## src/rtl/interleaved_fifo_pkg.sv

```systemverilog
// Shared helpers for the two-bank interleaved arbiter: address split,
// starvation-counter sizing and the per-bank grant encoding.
package interleaved_fifo_pkg;

   // Bit 0 of a requester address selects the bank; the remaining bits index the bank word.
   localparam int BANK_BIT = 0;

   typedef enum logic [1:0] {
      GRANT_NONE = 2'b00,
      GRANT_A    = 2'b01,
      GRANT_B    = 2'b10
   } grant_t;

   function automatic int bank_word_width(input int lb_depth);
      return (lb_depth > 1) ? lb_depth - 1 : 1;
   endfunction

   function automatic int starve_width(input int limit);
      return (limit < 1) ? 1 : $clog2(limit + 1);
   endfunction

endpackage

```

## src/rtl/bank_grant.sv

```systemverilog
// Two-way grant for one bank: A normally wins a conflict, B wins once it has
// been starved for long enough.
module bank_grant
   import interleaved_fifo_pkg::*;
(
   input  logic   a_req,
   input  logic   b_req,
   input  logic   b_starved,
   output grant_t grant
);

   // NOTE: assigning a default before any branch keeps this block free of inferred latches.
   always_comb begin
      grant = GRANT_NONE;
      if (a_req && b_req) begin
         grant = b_starved ? GRANT_B : GRANT_A;
      end else if (a_req) begin
         grant = GRANT_A;
      end else if (b_req) begin
         grant = GRANT_B;
      end
   end

endmodule

```

## src/rtl/interleaved_bank_arbiter.sv

```systemverilog
// Arbitrates two requesters onto two address-interleaved memory banks, tracks
// read responses per requester and keeps conflict/starvation statistics.
module interleaved_bank_arbiter
   import interleaved_fifo_pkg::*;
#(
   parameter  int DATA_WIDTH    = 8,
   parameter  int FIFO_DEPTH    = 16,
   parameter  int STARVE_LIMIT  = 4,
   localparam int LB_FIFO_DEPTH = $clog2(FIFO_DEPTH)
) (
   input  logic                     clk,
   input  logic                     rstn,
   input  logic                     clear,
   input  logic                     a_req_valid,
   output logic                     a_req_ready,
   input  logic                     a_req_we,
   input  logic [LB_FIFO_DEPTH-1:0] a_req_addr,
   input  logic [DATA_WIDTH-1:0]    a_req_wdata,
   output logic                     a_rsp_valid,
   output logic [DATA_WIDTH-1:0]    a_rsp_data,
   input  logic                     b_req_valid,
   output logic                     b_req_ready,
   input  logic                     b_req_we,
   input  logic [LB_FIFO_DEPTH-1:0] b_req_addr,
   input  logic [DATA_WIDTH-1:0]    b_req_wdata,
   output logic                     b_rsp_valid,
   output logic [DATA_WIDTH-1:0]    b_rsp_data,
   output logic [LB_FIFO_DEPTH-1:0] mem0_addr,
   output logic [DATA_WIDTH-1:0]    mem0_din,
   input  logic [DATA_WIDTH-1:0]    mem0_dout,
   output logic                     mem0_wr_enable,
   output logic                     mem0_rd_enable,
   output logic [LB_FIFO_DEPTH-1:0] mem1_addr,
   output logic [DATA_WIDTH-1:0]    mem1_din,
   input  logic [DATA_WIDTH-1:0]    mem1_dout,
   output logic                     mem1_wr_enable,
   output logic                     mem1_rd_enable,
   output logic [15:0]              conflict_cnt
);

   localparam int WORD_W   = bank_word_width(LB_FIFO_DEPTH);
   localparam int STARVE_W = starve_width(STARVE_LIMIT);
   localparam logic [STARVE_W-1:0] STARVE_MAX = STARVE_W'(STARVE_LIMIT);

   typedef struct packed {
      logic                     wr_enable;
      logic                     rd_enable;
      logic [LB_FIFO_DEPTH-1:0] addr;
      logic [DATA_WIDTH-1:0]    din;
   } mem_port_t;

   logic                     a_active, b_active, a_bank, b_bank, conflict, b_starved;
   logic [LB_FIFO_DEPTH-1:0] a_word, b_word;
   logic                     a_rsp_bank, b_rsp_bank;
   logic [STARVE_W-1:0]      starve_cnt;
   grant_t                   grant0, grant1;
   mem_port_t                port0, port1;

   // Gating the requests with rstn holds every combinational output at its reset value.
   assign a_active  = rstn && a_req_valid;
   assign b_active  = rstn && b_req_valid;
   assign a_bank    = a_req_addr[BANK_BIT];
   assign b_bank    = b_req_addr[BANK_BIT];
   assign a_word    = LB_FIFO_DEPTH'(a_req_addr[BANK_BIT+1 +: WORD_W]);
   assign b_word    = LB_FIFO_DEPTH'(b_req_addr[BANK_BIT+1 +: WORD_W]);
   assign conflict  = a_active && b_active && (a_bank == b_bank);
   assign b_starved = (starve_cnt >= STARVE_MAX);

   bank_grant u_bank0_grant (
      .a_req     (a_active && !a_bank),
      .b_req     (b_active && !b_bank),
      .b_starved (b_starved),
      .grant     (grant0)
   );

   bank_grant u_bank1_grant (
      .a_req     (a_active && a_bank),
      .b_req     (b_active && b_bank),
      .b_starved (b_starved),
      .grant     (grant1)
   );

   assign a_req_ready = (grant0 == GRANT_A) || (grant1 == GRANT_A);
   assign b_req_ready = (grant0 == GRANT_B) || (grant1 == GRANT_B);

   function automatic mem_port_t access(input logic                     we,
                                        input logic [LB_FIFO_DEPTH-1:0] word,
                                        input logic [DATA_WIDTH-1:0]    wdata);
      mem_port_t port;
      port           = '0;
      port.wr_enable = we;
      port.rd_enable = !we;
      port.addr      = word;
      port.din       = we ? wdata : '0;
      return port;
   endfunction

   always_comb begin
      port0 = '0;
      port1 = '0;
      case (grant0)
         GRANT_A: port0 = access(a_req_we, a_word, a_req_wdata);
         GRANT_B: port0 = access(b_req_we, b_word, b_req_wdata);
         default: port0 = '0;
      endcase
      case (grant1)
         GRANT_A: port1 = access(a_req_we, a_word, a_req_wdata);
         GRANT_B: port1 = access(b_req_we, b_word, b_req_wdata);
         default: port1 = '0;
      endcase
   end

   assign mem0_wr_enable = port0.wr_enable;
   assign mem0_rd_enable = port0.rd_enable;
   assign mem0_addr      = port0.addr;
   assign mem0_din       = port0.din;
   assign mem1_wr_enable = port1.wr_enable;
   assign mem1_rd_enable = port1.rd_enable;
   assign mem1_addr      = port1.addr;
   assign mem1_din       = port1.din;

   // NOTE: state registers use non-blocking assignments so every flop samples pre-edge values.
   always_ff @(posedge clk or negedge rstn) begin
      if (!rstn) begin
         a_rsp_valid <= 1'b0;
         b_rsp_valid <= 1'b0;
         a_rsp_bank  <= 1'b0;
         b_rsp_bank  <= 1'b0;
      end else begin
         a_rsp_valid <= a_req_ready && !a_req_we;
         b_rsp_valid <= b_req_ready && !b_req_we;
         a_rsp_bank  <= a_bank;
         b_rsp_bank  <= b_bank;
      end
   end

   // The remembered bank steers each requester to the bank it read last cycle.
   assign a_rsp_data = !a_rsp_valid ? '0 : (a_rsp_bank ? mem1_dout : mem0_dout);
   assign b_rsp_data = !b_rsp_valid ? '0 : (b_rsp_bank ? mem1_dout : mem0_dout);

   always_ff @(posedge clk or negedge rstn) begin
      if (!rstn) begin
         conflict_cnt <= '0;
         starve_cnt   <= '0;
      end else if (clear) begin
         conflict_cnt <= '0;
         starve_cnt   <= '0;
      end else begin
         if (conflict && (conflict_cnt != 16'hFFFF)) begin
            conflict_cnt <= conflict_cnt + 16'd1;
         end
         if (b_active && !b_req_ready) begin
            if (starve_cnt != '1) begin
               starve_cnt <= starve_cnt + 1'b1;
            end
         end else begin
            starve_cnt <= '0;
         end
      end
   end

endmodule

```

## config.mk

```make
export PLATFORM = sky130hd
export DESIGN_NAME = interleaved_bank_arbiter
export DESIGN_NICKNAME = d
export VERILOG_FILES = /design/src/rtl/interleaved_fifo_pkg.sv /design/src/rtl/bank_grant.sv /design/src/rtl/interleaved_bank_arbiter.sv
export SDC_FILE = /design/constraint.sdc
export NUM_CORES = 1
export LEC_CHECK = 0
export CORE_UTILIZATION = 39
export CTS_CLUSTER_DIAMETER = 100
export CTS_CLUSTER_SIZE = 40
export DETAILED_ROUTE_END_ITERATION = 10
export DONT_BUFFER_PORTS = 1
export SLEW_MARGIN = 5
export SYNTH_ARGS = -nofsm -noshare
export SYNTH_HDL_FRONTEND = slang
export SYNTH_SLANG_ARGS = --single-unit
```

## constraint.sdc

```tcl
create_clock -name clk -period 5.8 [get_ports clk]
set_clock_uncertainty 0.05 [all_clocks]
set_input_delay 1.16 -clock clk [delete_from_list [all_inputs] [get_ports clk]]
set_output_delay 1.16 -clock clk [all_outputs]
set_load 0.03 [all_outputs]
```

Word level (Yosys, flattened, before mapping)
Cells that the tools add are included.

Reductions and logical operators: 22. Equal/unequal tests: 8. Add/sub/neg operators: 2. Muxes and demuxes: 20. Magnitude comparators: 1.

Operators by type and width (number): $pmux W14 S2 (2); $mux W8 (6); $mux W16 (2); $add A16 B1 Y16 const B (1); $ne A16 B16 Y1 const B (1); $logic_and A1 B1 Y1 (14); $mux W2 (7); $mux W3 (3); $logic_not A1 Y1 (5); $eq A2 B1 Y1 const B (2); $eq A2 B2 Y1 const B (2); $add A3 B1 Y3 const B (1); $ge A3 B3 Y1 const B (1); $ne A3 B2 Y1 const B (1); $ne A3 B3 Y1 const B (1); $logic_or A1 B1 Y1 (2); $reduce_bool A2 Y1 (1); $eq A1 B1 Y1 (1).

Output and inout bits: 64. Flip-flop bits (word level): 23. Input port bits: 47.

Longest topological paths before layout
Depth after elaboration: 11. Gate-level depth with buffers: 8. Depth with buffers taken out: 7.

By module
A second synthesis with hierarchy kept.

Cells, all modules: 251. Area total of the unflattened synthesis: 2013.2 µm².

Modules (own cells, without submodules): interleaved_bank_arbiter (cells an instance 245, instances 1, area an instance 1975.6 µm²); bank_grant (cells an instance 3, instances 2, area an instance 18.8 µm²).

Worst setup path before layout
Ideal clock, no wire load.

Path type: input-to-output. From: input port a_req_valid. To: output port mem1_din[0]. Path slack: 2059 ps. Data arrival time: 2531 ps. Stages: 8. Required time: 4590 ps. Path through: nand2_1 > o2111a_1 > inv_1 > ha_1 > and2_1 > clkbuf_1 > a22oi_1 > nor2_1.

Cells in the longest elaborated chain, start to end: 6.

Ends and longest elaborated chain: from (decl) (RTL line interleaved_bank_arbiter.sv:14) `input logic a_req_valid,`; $logic_and A1 B1 Y1 * (RTL line interleaved_bank_arbiter.sv:60) `assign a_active = rstn && a_req_valid;`; $logic_and A1 B1 Y1 * (RTL line interleaved_bank_arbiter.sv:77) `.a_req (a_active && a_bank),`; $mux W2 or $logic_and A1 B1 Y1 (tied branches) (RTL line bank_grant.sv:17, bank_grant.sv:15); $mux W2 * (RTL line bank_grant.sv:15) `if (a_req && b_req) begin`; $eq A2 B2 Y1 or $eq A2 B1 Y1 (tied branches) (RTL line interleaved_bank_arbiter.sv:106) `case (grant1)`; $pmux W14 S2 * (RTL line interleaved_bank_arbiter.sv:106); to (decl) (RTL line interleaved_bank_arbiter.sv:34) `output logic [DATA_WIDTH-1:0] mem1_din,`.

Every way passes the cells marked *; elsewhere a longest branch is shown, timed or not.

Worst setup path in the final report
From: input port a_req_valid. To: output port mem1_din[5].

Same word-level chain as after synthesis.

==> impl_results.md <==
- Post-CTS Hold Fix Bufs: 0
- Total wire length: 4.700 mm
- DRC: 0
- Vias in the first global route: 1542
- Fin Setup TNS: 0 ns
- CP Launch Type: input pin
- FF-to-FF Start: conflict_cnt[0]$_DFFE_PN0P_
- CP bufs+invs: 0
- Syn Inst Count: 229
- Grt ovf: 0
- Dpl cells: 284
- Top_reg_cell synth: dfrtp_1
- Largest net degree at the start of global routing: 29
- Share of layout cells above drive strength 1: 7.692%
- Unique masters post-synth: 51
- Avg Synthesized Cell Area: 8.829 sq um
- # resized after CTS: 0
- FF-to-FF End: conflict_cnt[9]$_DFFE_PN0P_
- Min Tclk post-route: 3.870 ns
- Clock slew at reported path FFs: 0.09 ns
- Post-synth ARST share: 100.0%
- Slew margin rel.: 48.18%
- Seq/Total Area, Yosys: 28.47%
- Final worst path period share: 66.73%
- Buffers on Ports: 0
- Yosys top cell area share: 28.47%
- Post-synthesis simple-gate area fraction: 32.36%
- Status: complete, no violations
- CTS tree: built
- I/O Pins: 111
- Worst-Margin Slew: 0.7716 ns
- Critical path required time: 4.59 ns
- Layout net count: 276
- Initial core utilization: 41.70%
- Critical Path AT: 2.66 ns
- Top-count cell post-synth: nor2_1
- Complex-gate fraction of the synthesized area: 16.77%
- Multi-input gate area: 1354 sq um
- CTS buffer count: 3
- #FFs+latches synth: 23
- CTS max path bufs: 2
- Postcts setup bufs: 0
- Chip Height: 74.01 um
- Core area: 4848 sq um
- Final ANT Viol Nets: 0
- Pre-CTS setup slack: 1.999 ns
- Wire length of the first global-routing pass: 7.148 mm
- Adder-Cell Fraction of Synth Area: 4.332%
- CP delay by family, top: simple AND/OR/NAND/NOR gates
- # setup viols final: 0
- Critical path peak fanout: 9
- Die Area: 5477 sq um
- Pwr dens: 155.3 nW/um^2
- Slowest-stage cell, CP: nor2_1
- Flip-flop and latch area: 575.6 sq um
- N_diodes: 0
- Max-Cap Viols: 0
- R2R depth: 5
- Layout area overhead: 3.341%
- Max VDD drop: 0.00008416 V
- Synth area leaders: dfrtp_1 (28%), mux2i_1 (8.9%), nor2b_1 (7.1%), nor2_1 (4.8%), a22o_1 (4.8%)
- Final Hold Viols: 0
- CP max stage delay: 0.46 ns
- R2R Setup Slk: 3.33 ns
- Maximum clock rate: 0.2584 GHz
- Starting DRC count in detailed routing: 105
- Cell taking the most area after synthesis: dfrtp_1
- Final WS setup: 1.930 ns
- Initial antenna violation count: 0
- Worst-Skew Late Latency: 0.27 ns
- Clock root buffer: clkbuf_8
- Die Width: 74.01 um
- Post-route insts no fill: 288
- Vias per cell: 6.125
- Total GRT Usage: 16.63%
- Post-synth EDFFs: 0
- Rows: 25
- CP startpoint: a_req_valid
- Total leakage power: 0.8548 nW
- Tightest Hold Check Type: input pin to asynchronous set/reset pin
- Synthesized area: 2022 sq um
- Largest family of logic cells by synthesized area: simple AND/OR/NAND/NOR gates
- CP cell instances: nand2_1 > o2111a_1 > ha_1 > and2_1 > a22oi_1 > nor2_1
- GP Congestion: 0.7429
- Synth Area in XOR/XNOR: 1.238%
- Avg WL per Cell: 16.32 um
- Commonest cells post-synth: nor2_1 (26), dfrtp_1 (23), nor2b_1 (23)
- Unrepaired setup endpoints after global routing: no
- DRT Pass-1 Iters: 4
- Max Slew Vio Count: 0
- Yosys warnings: 0
- Fillcell total: 501
- Vias: 1764
- Final HPWL DP: 3.477 mm
- Kind of critical path: input pin to primary output
- Clock net sink count: 23
- Endpoint class of the critical path: primary output
- H-tree level count: 1
- Mux cell area share after synthesis: 11.88%
flip-flops by register name, indices dropped and copies added (netlist names):
| register | flops |
|---|---|
| starve_cnt | 3 |
| a_rsp_valid | 1 |
| b_rsp_bank | 1 |
| b_rsp_valid | 1 |
| conflict_cnt | 16 |
| a_rsp_bank | 1 |
cell usage in the layout, fill, tap and decap left out, types with 4 or more instances in the layout:
cell,instances
nor2b_1,23
nand3_1,6
nand2_1,6
ha_1,7
mux2_1,4
dfrtp_1,23
nor2_1,26
and2_1,4
a21oi_1,10
inv_1,8
mux2i_1,18
a22oi_1,10
a22o_1,11
o31ai_1,6
nor3_1,5
or4_1,7
cell type report:
class                      count  share of cell area [%]
multi-input combinational    186                   64.79
sequential                    23                   27.54
tap                           67                   4.012
clock buffer                   3                   1.976
inverter                       8                   1.437
clock inverter                 1                  0.2395
how the worst max path moves through the flow:
stage / to / slack (ns) / cells past startpoint
6_report: mem1_din[5] / 1.93 / 6
3_3_place_gp: mem1_din[3] / 2.01 / 6
3_5_place_dp: mem1_din[6] / 2.00 / 6
2_1_floorplan: mem1_din[0] / 2.06 / 8
5_1_grt: mem1_din[5] / 1.83 / 6
4_1_cts: mem1_din[6] / 2.00 / 6
power by group:
group          internal [mW]  switching (mW)
Clock                 0.0481          0.0538
Sequential             0.162         0.00682
Combinational         0.0179          0.0359
cell families after synthesis:
family / after synthesis
AOI/OAI and AO/OA: 47
xor gates and xnor gates: 2
adders and majority gates: 7
buffers and inverters: 21
DFF: 23
muxes: 23
other: 1
and+or+nand+nor: 105
layer usage:
layer  vias up  track usage (%)  wire (um)  part of all wire, %
met3         4            4.065        300                  6.4
met1       873            21.33       2096                   45
met5         -                0          0                    0
met2        59            27.98       2276                   48
li1        828                -          -                    -
met4         0            4.487         27                 0.57
per-stage QoR:
step | area, sq um | total power, mW | util (%) | hold slack, ns
after floorplan | 2026 | 0.2235 | - | 0.4659
after detailed placement | 2043 | 0.2259 | 42.14 | 0.5114
after global placement | 2043 | 0.2254 | 42.14 | 0.4947
final | 2090 | 0.3246 | 43.10 | 0.5209
after global routing | 2090 | 0.3380 | 43.10 | 0.5050
after CTS | 2090 | 0.3276 | 43.10 | 0.5172
Power figures use the tool's default switching activity.
